$ cat config.mk
export PLATFORM = sky130hd
export DESIGN_NAME = serial_to_parallel_8bit
export DESIGN_NICKNAME = d
export VERILOG_FILES = /design/src/rtl/serial_to_parallel_8bit.sv
export SDC_FILE = /design/constraint.sdc
export NUM_CORES = 1
export LEC_CHECK = 0
export ABC_CLOCK_PERIOD_IN_PS = 1900
export CAP_MARGIN = 15
export CORE_MARGIN = 3
export CORE_UTILIZATION = 50
export CTS_BUF_LIST = sky130_fd_sc_hd__clkbuf_16
export DETAILED_ROUTE_END_ITERATION = 10
export GPL_ROUTABILITY_DRIVEN = 0
export GPL_TIMING_DRIVEN = 0
export PLACE_DENSITY = 0.76
export SLEW_MARGIN = 20
export SYNTH_ARGS = -nofsm -noshare
export SYNTH_HDL_FRONTEND = slang
export SYNTH_SLANG_ARGS = --single-unit
$ cat constraint.sdc
create_clock -name clk -period 1.9 [get_ports clk]
set_clock_uncertainty 0.05 [all_clocks]
set_input_delay 0.285 -clock clk [delete_from_list [all_inputs] [get_ports clk]]
set_output_delay 0.285 -clock clk [all_outputs]
set_load 0.01 [all_outputs]
$ cat src/rtl/serial_to_parallel_8bit.sv
// Serial-to-parallel receiver: assembles WIDTH-bit words MSB- or LSB-first into a valid/ready holding register.
// Optional macro PARITY_CHECK_EN adds a trailing even-parity bit per word and a parity_err output.
module serial_to_parallel_8bit #(
    parameter int WIDTH = 8,
    parameter int CNT_W = 4
) (
    input  logic             clk,
    input  logic             rst,
    input  logic             serial_in,
    input  logic             bit_valid,
    input  logic             msb_first,
    input  logic             clear,
    output logic [WIDTH-1:0] out,
    output logic             out_valid,
    input  logic             out_ready,
    output logic             busy,
    output logic [CNT_W-1:0] bit_count,
    output logic             overrun
`ifdef PARITY_CHECK_EN
    ,
    output logic             parity_err
`endif
);

`ifdef PARITY_CHECK_EN
    localparam int LAST = WIDTH;
`else
    localparam int LAST = WIDTH - 1;
`endif

    localparam logic [CNT_W-1:0] CNT_ZERO = {CNT_W{1'b0}};
    localparam logic [CNT_W-1:0] CNT_ONE  = {{(CNT_W-1){1'b0}}, 1'b1};
    localparam logic [CNT_W-1:0] LAST_CNT = CNT_W'(LAST);
    localparam logic [CNT_W-1:0] DATA_CNT = CNT_W'(WIDTH);

    typedef enum logic [0:0] {
        IDLE  = 1'b0,
        SHIFT = 1'b1
    } state_t;

    // Returns 1 when data plus parity bit hold an odd number of ones.
    function automatic logic parity_odd(input logic [WIDTH-1:0] data, input logic par);
        return (^data) ^ par;
    endfunction

    state_t           state_r, state_nxt_s;
    logic             dir_r, dir_nxt_s, shift_dir_s;
    logic [WIDTH-1:0] sreg_r, sreg_nxt_s, shifted_s;
    logic [CNT_W-1:0] bit_count_r, cnt_nxt_s;
    logic             word_done_s;
    logic [WIDTH-1:0] out_r;
    logic             out_valid_r;
    logic             overrun_r;
    logic             parity_odd_s;

    // Next-state, shift and completion decode for the word assembler.
    always_comb begin
        state_nxt_s  = state_r;
        dir_nxt_s    = dir_r;
        sreg_nxt_s   = sreg_r;
        cnt_nxt_s    = bit_count_r;
        word_done_s  = 1'b0;
        shift_dir_s  = dir_r;
        shifted_s    = sreg_r;
        parity_odd_s = parity_odd(sreg_r, serial_in);

        // The first bit uses the live direction input since dir_r is not yet latched.
        if (state_r == IDLE) begin
            shift_dir_s = msb_first;
        end else begin
            shift_dir_s = dir_r;
        end

        if (shift_dir_s) begin
            shifted_s = {sreg_r[WIDTH-2:0], serial_in};
        end else begin
            shifted_s = {serial_in, sreg_r[WIDTH-1:1]};
        end

        case (state_r)
            IDLE: begin
                if (bit_valid) begin
                    dir_nxt_s   = msb_first;
                    sreg_nxt_s  = shifted_s;
                    cnt_nxt_s   = CNT_ONE;
                    state_nxt_s = SHIFT;
                end else begin
                    state_nxt_s = IDLE;
                end
            end
            SHIFT: begin
                if (bit_valid) begin
                    // A trailing parity bit (count == WIDTH) never enters sreg.
                    if (bit_count_r < DATA_CNT) begin
                        sreg_nxt_s = shifted_s;
                    end else begin
                        sreg_nxt_s = sreg_r;
                    end
                    if (bit_count_r == LAST_CNT) begin
                        word_done_s = 1'b1;
                        cnt_nxt_s   = CNT_ZERO;
                        state_nxt_s = IDLE;
                    end else begin
                        cnt_nxt_s   = bit_count_r + CNT_ONE;
                        state_nxt_s = SHIFT;
                    end
                end else begin
                    state_nxt_s = SHIFT;
                end
            end
            default: begin
                state_nxt_s = IDLE;
                cnt_nxt_s   = CNT_ZERO;
            end
        endcase
    end

    // Assembler state registers; clear discards any partial word.
    always_ff @(posedge clk or posedge rst) begin
        if (rst) begin
            state_r     <= IDLE;
            dir_r       <= 1'b1;
            sreg_r      <= {WIDTH{1'b0}};
            bit_count_r <= CNT_ZERO;
        end else if (clear) begin
            state_r     <= IDLE;
            dir_r       <= dir_r;
            sreg_r      <= {WIDTH{1'b0}};
            bit_count_r <= CNT_ZERO;
        end else begin
            state_r     <= state_nxt_s;
            dir_r       <= dir_nxt_s;
            sreg_r      <= sreg_nxt_s;
            bit_count_r <= cnt_nxt_s;
        end
    end

    // Holding register, handshake and sticky overrun.
    always_ff @(posedge clk or posedge rst) begin
        if (rst) begin
            out_r       <= {WIDTH{1'b0}};
            out_valid_r <= 1'b0;
            overrun_r   <= 1'b0;
        end else if (clear) begin
            out_valid_r <= 1'b0;
            overrun_r   <= 1'b0;
        end else if (word_done_s && (!out_valid_r || out_ready)) begin
            out_r       <= sreg_nxt_s;
            out_valid_r <= 1'b1;
        end else if (word_done_s) begin
            overrun_r   <= 1'b1;
        end else if (out_valid_r && out_ready) begin
            out_valid_r <= 1'b0;
        end else begin
            out_valid_r <= out_valid_r;
        end
    end

`ifdef PARITY_CHECK_EN
    logic parity_err_r;

    // Parity flag follows the holding register's load/consume/clear rules.
    always_ff @(posedge clk or posedge rst) begin
        if (rst) begin
            parity_err_r <= 1'b0;
        end else if (clear) begin
            parity_err_r <= 1'b0;
        end else if (word_done_s && (!out_valid_r || out_ready)) begin
            parity_err_r <= parity_odd_s;
        end else if (!word_done_s && out_valid_r && out_ready) begin
            parity_err_r <= 1'b0;
        end else begin
            parity_err_r <= parity_err_r;
        end
    end

    assign parity_err = parity_err_r;
`endif

    assign out       = out_r;
    assign out_valid = out_valid_r;
    assign overrun   = overrun_r;
    assign bit_count = bit_count_r;
    assign busy      = (state_r == SHIFT);

endmodule

After elaboration in Yosys (flattened, before gate mapping)
Index checks and enable logic that the tools add are counted.
{ "word_totals": {"out_inout_bits": 15, "in_bits": 7, "regBits": 24} }
{ "op_classes": {"n_eq_ne": 5, "n_addsub": 1, "bitwise_logic": 2, "reduce_logical": 11, "mux": 27, "magnitude_cmp": 1} }
{ "op_table": {"columns": ["cell", "n"], "rows": [
  ["$mux 8", 5],
  ["$mux 4", 4],
  ["$pmux 8 s2", 1],
  ["$mux 1", 15],
  ["$pmux 4 s2", 1],
  ["$reduce_and 2->1", 4],
  ["$ne 3x3->1 const B", 2],
  ["$add 4x1->4 const B", 1],
  ["$eq 4x3->1 const B", 1],
  ["$lt 4x4->1 const B", 1],
  ["$ne 3x2->1 const B", 1],
  ["$reduce_and 3->1", 1],
  ["$reduce_bool 3->1", 1],
  ["$logic_and 1x1->1", 2],
  ["$ne 2x2->1 const B", 1],
  ["$not 1->1", 2],
  ["$pmux 1 s2", 1],
  ["$reduce_bool 2->1", 1],
  ["$logic_not 1->1", 1],
  ["$logic_or 1x1->1", 1]
]} }

Logic depth before layout (Yosys ltp)
Gate-level depths: netlist (run 1).
{ "logic_depth": {"word_depth": 7, "ltp_mapped": 5, "ltp_nobuf": 4} }

Least setup slack after synthesis (run 1)
No wires, ideal clock.
{ "synth_path": {"path_type": "reg2reg", "from": "reg bit_count_r[0] (netlist: bit_count[0])", "to": "reg out_r[0] (netlist: out[0])", "stages_incl_launch_ff": 5, "path_slack_ns": 0.328, "setup_ns": 0.125, "arrival_time_ns": 1.397, "cell_sequence": "dfrtp_1 > ha_1 > nand3b_4 > nor3_2 > mux2_2"} }
{ "synth_between": {"elab_chain_len": 6, "word_cells_on_any_way": 10} }
{ "synth_rtl": {"columns": ["element", "line", "rtl"], "rows": [
  ["from (decl)", "49", "logic [CNT_W-1:0] bit_count_r, cnt_nxt_s;"],
  ["from (signal assigned)", "134", "bit_count_r <= cnt_nxt_s;"],
  ["parallel branches: the longest is 6 deep, another holds $lt 4x4->1", null, null],
  ["to (signal assigned)", "141", "out_r <= {WIDTH{1'b0}};"],
  ["to (signal assigned)", "148", "out_r <= sreg_nxt_s;"],
  ["to (decl)", "51", "logic [WIDTH-1:0] out_r;"]
]} }
Several ways; the timed one is not identified.
A chain may end at the register's enable or synchronous reset.

Final worst setup path (run 1)
{ "layout_path": {"from": "in bit_valid", "to": "reg sreg_r[6]"} }
{ "layout_between": {"elab_chain_len": 3, "word_cells_on_any_way": 4} }
{ "layout_rtl": {"columns": ["element", "line", "rtl"], "rows": [
  ["from (decl)", "10", "input logic bit_valid,"],
  ["$mux 8, on equally long branches", "92, 82", null],
  ["$pmux 8 s2 *", "80", "case (state_r)"],
  ["$mux 8 *", "125", "end else if (clear) begin"],
  ["to (signal assigned)", "123", "sreg_r <= {WIDTH{1'b0}};"],
  ["to (signal assigned)", "128", "sreg_r <= {WIDTH{1'b0}};"],
  ["to (signal assigned)", "133", "sreg_r <= sreg_nxt_s;"],
  ["to (decl)", "48", "logic [WIDTH-1:0] sreg_r, sreg_nxt_s, shifted_s;"]
]} }
Every way passes the cells marked *; elsewhere a longest branch is shown, timed or not.

==> results of run 1 <==
layout by cell type (no fill, tap or decap), drive strengths merged, types with 7 or more instances in the layout:
master	synthesis	routed
a21oi	8	8
clkbuf	4	7
clkdlybuf4s50	0	19
dfrtp	23	23
mux2	14	14
nor3	9	9
o31ai	8	8
state kept, by name, indices dropped and copies added, names as in the netlist:
| signal | cells |
|---|---|
| out_valid | 1 |
| sreg_r | 8 |
| busy | 1 |
| dir_r | 1 |
| out | 8 |
| bit_count | 4 |
| overrun | 1 |
worst max-delay path by stage:
stage / from / to / slack (ns) / depth (start not counted)
floorplan: bit_count[0] / out[0] / 0.33 / 4
detailed placement: bit_valid / out[3] / -0.08 / 4
global route: bit_count[0] / out[3] / 0.07 / 4
global placement: bit_valid / out[2] / -0.07 / 4
finish: bit_valid / sreg_r[6] / 0.14 / 5
CTS: bit_count[0] / out[0] / 0.15 / 4
through the flow:
stage               cell area, sq um  util, %  setup TNS (ns)  total power [mW]  hold WS (ns)
floorplan                       1290        -               0             0.661         0.249
global placement                1520     65.4          -0.273             0.703         0.436
detailed placement              1520     65.4          -0.342             0.710         0.450
CTS                             1620     69.9               0              1.31         0.356
global route                    1620     69.9               0              1.35         0.366
finish                          1620     69.9               0              1.30         0.361
area by class of cell:
type	instances	area, sq um	share of cell area (%)
Multi-Input combinational cell	85	632	39.0
Inverter	2	7.51	0.463
Buffer	9	48.8	3.01
Clock inverter	1	30.0	1.85
Timing Repair Buffer	19	190	11.7
Clock buffer	3	75.1	4.63
Tap cell	28	35.0	2.16
Sequential cell	24	602	37.1
worst max-delay path, cell delays in order:
cell	delay, ns
clkdlybuf4s50_1	0.61
buf_2	0.26
a21boi_0	0.40
nor2_1	0.10
nor4_1	0.20
cells by family after synthesis:
kind of cell | Yosys count | share of synthesized area [%]
AO/OA/AOI/OAI | 30 | 15.9
multiplexers | 15 | 13.0
AND/OR/NAND/NOR | 39 | 19.1
flip-flops | 24 | 46.7
buffers and inverters | 11 | 4.36
adder cells (fa/ha/maj) | 1 | 0.970
per-layer routing:
| metal | track usage [%] | vias to the layer above | share of wire, % |
|---|---|---|---|
| met5 | 0 | - | 0 |
| met4 | 5.96 | 0 | 0.65 |
| met2 | 37.6 | 28 | 50 |
| met1 | 27.4 | 518 | 46 |
| met3 | 2.76 | 4 | 3.9 |
| li1 | - | 492 | - |
where the power goes:
group          internal (mW)  total, mW  switching [mW]
registers              0.531      0.548          0.0167
clock network          0.419      0.600           0.181
logic                 0.0676      0.156          0.0889
total                   1.02       1.30           0.287
cell usage after synthesis, types with 4 or more instances:
| master | instances | share of area, % |
|---|---|---|
| o31ai_1 | 8 | 4.7 |
| nor2_1 | 5 | 1.5 |
| a21oi_1 | 8 | 3.1 |
| dfrtp_1 | 23 | 45 |
| nand2_1 | 5 | 1.5 |
| nor2b_1 | 5 | 2.4 |
| nor3_1 | 8 | 3.1 |
| a22oi_1 | 4 | 2.3 |
| mux2_2 | 14 | 12 |
| clkbuf_1 | 4 | 1.2 |
==> flow_metrics.env, run 1 <==
export IMPL_dieWidth_um=56.8
export IMPL_synth_ff_type="dfrtp_1"
export IMPL_rows=17
export IMPL_drt_drc_violations_left=0
export IMPL_outcome="completed"
export IMPL_ys_async_sr_fraction_pct=100
export IMPL_p_leak_nw=0.726
export IMPL_grt_pass1_wl_um=5420
export IMPL_synth_ff_latch_count=24
export IMPL_synth_edff_count=0
export IMPL_wl_per_cell_um=18.0
export IMPL_pin_count=22
export IMPL_slew_headroom_pct=38.7
export IMPL_rsz0062_at_grt="no"
export IMPL_post_cts_resized=0
export IMPL_timing_rr_end="out[0]"
export IMPL_max_freq_mhz=567
export IMPL_core_area_sq_um=2320
export IMPL_fp_dieArea_sq_um=3230
export IMPL_start_kind="input port"
export IMPL_gr_total_overflow=0
export IMPL_cts_tree="yes"
export IMPL_min_period_ns=1.76
export IMPL_syn_to_final_growth_pct=25.6
export IMPL_finalNetCount=152
export IMPL_drt_iter0_drc=57
export IMPL_io_buffers=19
export IMPL_grt_pass1_vias=1165
export IMPL_syn_inst=120
export IMPL_clk_pin_slew_ns=0.07
export IMPL_power_density_nw_per_um2=805
export IMPL_slew_violations=0
export IMPL_cts_buffer_depth=2
export IMPL_htree_levels=1
export IMPL_grt_max_degree=25
export IMPL_syn_area_sq_um=1290
export IMPL_cp_arrival_ns=1.87
export IMPL_crit_type="in -> reg"
export IMPL_viasPerCell=6.09
export IMPL_cts_buffers=3
export IMPL_cp_required_ns=2.00
export IMPL_worst_slack_ns=0.137
export IMPL_dp_slack_ns=-0.0829
export IMPL_dr_pass1_iters=4
export IMPL_synth_distinct_cells=34
export IMPL_synthesis_nets=128
export IMPL_rrSetupSlack_ns=0.16
export IMPL_ir_worst_vdd_mv=0.522
export IMPL_post_cts_setup_buffer_count=0
export IMPL_timing_final_crit_share_pct=92.8
export IMPL_syn_mean_instance_area_sq_um=10.7
export IMPL_seq_area_frac_synth_pct=46.7
export IMPL_detailed_place_hpwl_um=2140
export IMPL_hold_buffers=0
export IMPL_setup_viol=0
export IMPL_min_path_cells=2
export IMPL_reg2reg_depth=4
export IMPL_drive_above_1_share_pct=21.0
export IMPL_antenna_found_initial=0
export IMPL_ys_warn_count=0
export IMPL_worstSkewPairLatency_ns=0.26
export IMPL_min_to="dir_r"
export IMPL_hold_path_class="in -> reg"
export IMPL_start_util_pct=55.6
export IMPL_n_fill_cell=191
export IMPL_num_vias=1042
export IMPL_worst_path_max_fanout=10
export IMPL_wirelength_um=3070
export IMPL_hold_viol_final=0
export IMPL_placed_cells=167
export IMPL_drt_antenna_violating_nets=0
export IMPL_insertedDiodeCount=0
export IMPL_worst_slew_pin_slew_ns=0.918
export IMPL_cts_num_sinks=24
export IMPL_grt_util_all_layers_pct=21.4
export IMPL_hp_start="msb_first"
export IMPL_final_cells=171
export IMPL_die_h_um=56.8
export IMPL_cp_end_kind="register"
export IMPL_maxCapViolCount=0
export IMPL_r2r_start="bit_count[0]"
export IMPL_cts_root_buf="clkbuf_16"
(Power assumes the default switching activity.)
==> run 2, diff against run 1 <==
--- a/config.mk
+++ b/config.mk
@@ -13,7 +13,7 @@
 export DETAILED_ROUTE_END_ITERATION = 10
 export GPL_ROUTABILITY_DRIVEN = 0
 export GPL_TIMING_DRIVEN = 0
-export PLACE_DENSITY = 0.76
+export PLACE_DENSITY = 0.87
 export SLEW_MARGIN = 20
 export SYNTH_ARGS = -nofsm -noshare
 export SYNTH_HDL_FRONTEND = slang
==> run 2 against run 1 <==
Sequential power barely moved. Final cell count did not move. Via count fell by 2.8%. Die area did not move. Combinational power fell by 3%. Worst setup slack improved by 0.0014 ns. Sequential share of layout area rose by 0.61 points. Clock power fell by 25%. Critical path depth fell by 1. Critical path type is now reg -> reg. Critical endpoint is now out[1].
==> flow_metrics.env, run 2 (synthesis results as in run 1) <==
export IMPL_ir_worst_vdd_mv=0.625
export IMPL_worstSkewPairLatency_ns=0.26
export IMPL_cts_num_sinks=24
export IMPL_wl_per_cell_um=16.4
export IMPL_start_util_pct=55.6
export IMPL_worst_slew_pin_slew_ns=0.879
export IMPL_syn_to_final_growth_pct=23.6
export IMPL_grt_pass1_wl_um=4890
export IMPL_drt_antenna_violating_nets=0
export IMPL_dr_pass1_iters=4
export IMPL_setup_viol=0
export IMPL_grt_max_degree=25
export IMPL_crit_type="reg -> reg"
export IMPL_post_cts_setup_buffer_count=0
export IMPL_maxCapViolCount=0
export IMPL_htree_levels=1
export IMPL_timing_final_crit_share_pct=92.7
export IMPL_start_kind="register"
export IMPL_worst_slack_ns=0.139
export IMPL_core_area_sq_um=2320
export IMPL_mostFrequentLayoutCells="dfrtp_1, clkdlybuf4s50_1, mux2_2"
export IMPL_cp_end_kind="register"
export IMPL_min_period_ns=1.76
export IMPL_power_density_nw_per_um2=722
export IMPL_clk_pin_slew_ns=0.06
export IMPL_dieWidth_um=56.8
export IMPL_rsz0062_at_grt="no"
export IMPL_rows=17
export IMPL_cp_endpoint="out[1]"
export IMPL_grt_pass1_vias=1030
export IMPL_final_common_cell="dfrtp_1"
export IMPL_hold_path_class="in -> reg"
export IMPL_fin_area_sq_um=1590
export IMPL_wirelength_um=2800
export IMPL_gr_total_overflow=0
export IMPL_dpl_instance_area_sq_um=1520
export IMPL_hp_start="msb_first"
export IMPL_cts_root_buf="clkbuf_16"
export IMPL_die_h_um=56.8
export IMPL_post_cts_resized=0
export IMPL_reg2reg_depth=4
export IMPL_drt_iter0_drc=36
export IMPL_cp_required_ns=1.99
export IMPL_drt_drc_violations_left=0
export IMPL_startpoint="bit_count[0]"
export IMPL_cp_arrival_ns=1.85
export IMPL_slew_violations=0
export IMPL_num_vias=1013
export IMPL_drive_above_1_share_pct=20.3
export IMPL_antenna_found_initial=0
export IMPL_outcome="completed"
export IMPL_fp_dieArea_sq_um=3230
export IMPL_pin_count=22
export IMPL_r2r_start="bit_count[0]"
export IMPL_slew_headroom_pct=41.3
export IMPL_finalNetCount=152
export IMPL_io_buffers=19
export IMPL_hold_buffers=0
export IMPL_max_freq_mhz=568
export IMPL_cts_tree="yes"
export IMPL_viasPerCell=5.92
export IMPL_detailed_place_hpwl_um=2020
export IMPL_rrSetupSlack_ns=0.14
export IMPL_dp_slack_ns=-0.0734
export IMPL_worst_path_max_fanout=6
export IMPL_hold_viol_final=0
export IMPL_cts_buffers=3
export IMPL_insertedDiodeCount=0
export IMPL_timing_rr_end="out[1]"
export IMPL_grt_util_all_layers_pct=19.6
export IMPL_p_leak_nw=0.718
export IMPL_cts_buffer_depth=2
==> run 2: changes by cell type in the layout (fill, tap and decap cells not counted) <==
cell and delta:
bufinv_16 -1, inv_1 +1
==> run 2: power by group <==
part           total [mW]  internal, mW  switching (mW)
Clock               0.451         0.281           0.170
Combinational       0.151        0.0674          0.0840
Sequential          0.548         0.531          0.0160
Total                1.15         0.880           0.270
==> run 2: worst min-delay path by stage <==
stage	slack, ns	endpoint	cells after the start
6_report	0.36	dir_r	2
5_1_grt	0.38	dir_r	2
4_1_cts	0.36	dir_r	2
3_5_place_dp	0.44	out[2]	1
3_3_place_gp	0.43	out[6]	2
2_1_floorplan	0.25	bit_count[0]	1
==> run 2: cell type report <==
class	instances	area (sq um)
Sequential cell	24	602
Tap cell	28	35.0
Buffer	9	48.8
Inverter	2	7.51
Fill cell	182	724
Clock buffer	3	75.1
Multi-Input combinational cell	85	632
Timing Repair Buffer	19	190
Clock inverter	1	3.75
==> run 2: layer usage <==
| layer | global-route usage, % | vias up | wire (um) |
|---|---|---|---|
| li1 | - | 489 | - |
| met1 | 25.4 | 492 | 1260 |
| met2 | 31.4 | 27 | 1370 |
| met3 | 2.76 | 5 | 110 |
| met4 | 10.6 | 0 | 63 |
| met5 | 0 | - | 0 |
==> run 2: critical path, cell delays in order, from the launching register on <==
cell      delay, ns
dfrtp_1        0.41
ha_1           0.31
nand3b_4       0.15
nor3_2         0.34
mux2_2         0.39
==> run 2: stage by stage <==
stage / total power [mW] / hold WS [ns] / instances / utilization, % / setup TNS (ns)
6_report: 1.15 / 0.359 / 171 / 68.8 / 0
2_1_floorplan: 0.661 / 0.249 / 120 / - / 0
5_1_grt: 1.20 / 0.381 / 171 / 68.8 / 0
3_5_place_dp: 0.707 / 0.444 / 167 / 65.4 / -0.294
4_1_cts: 1.16 / 0.355 / 171 / 68.8 / 0
3_3_place_gp: 0.701 / 0.432 / 167 / 65.4 / -0.203
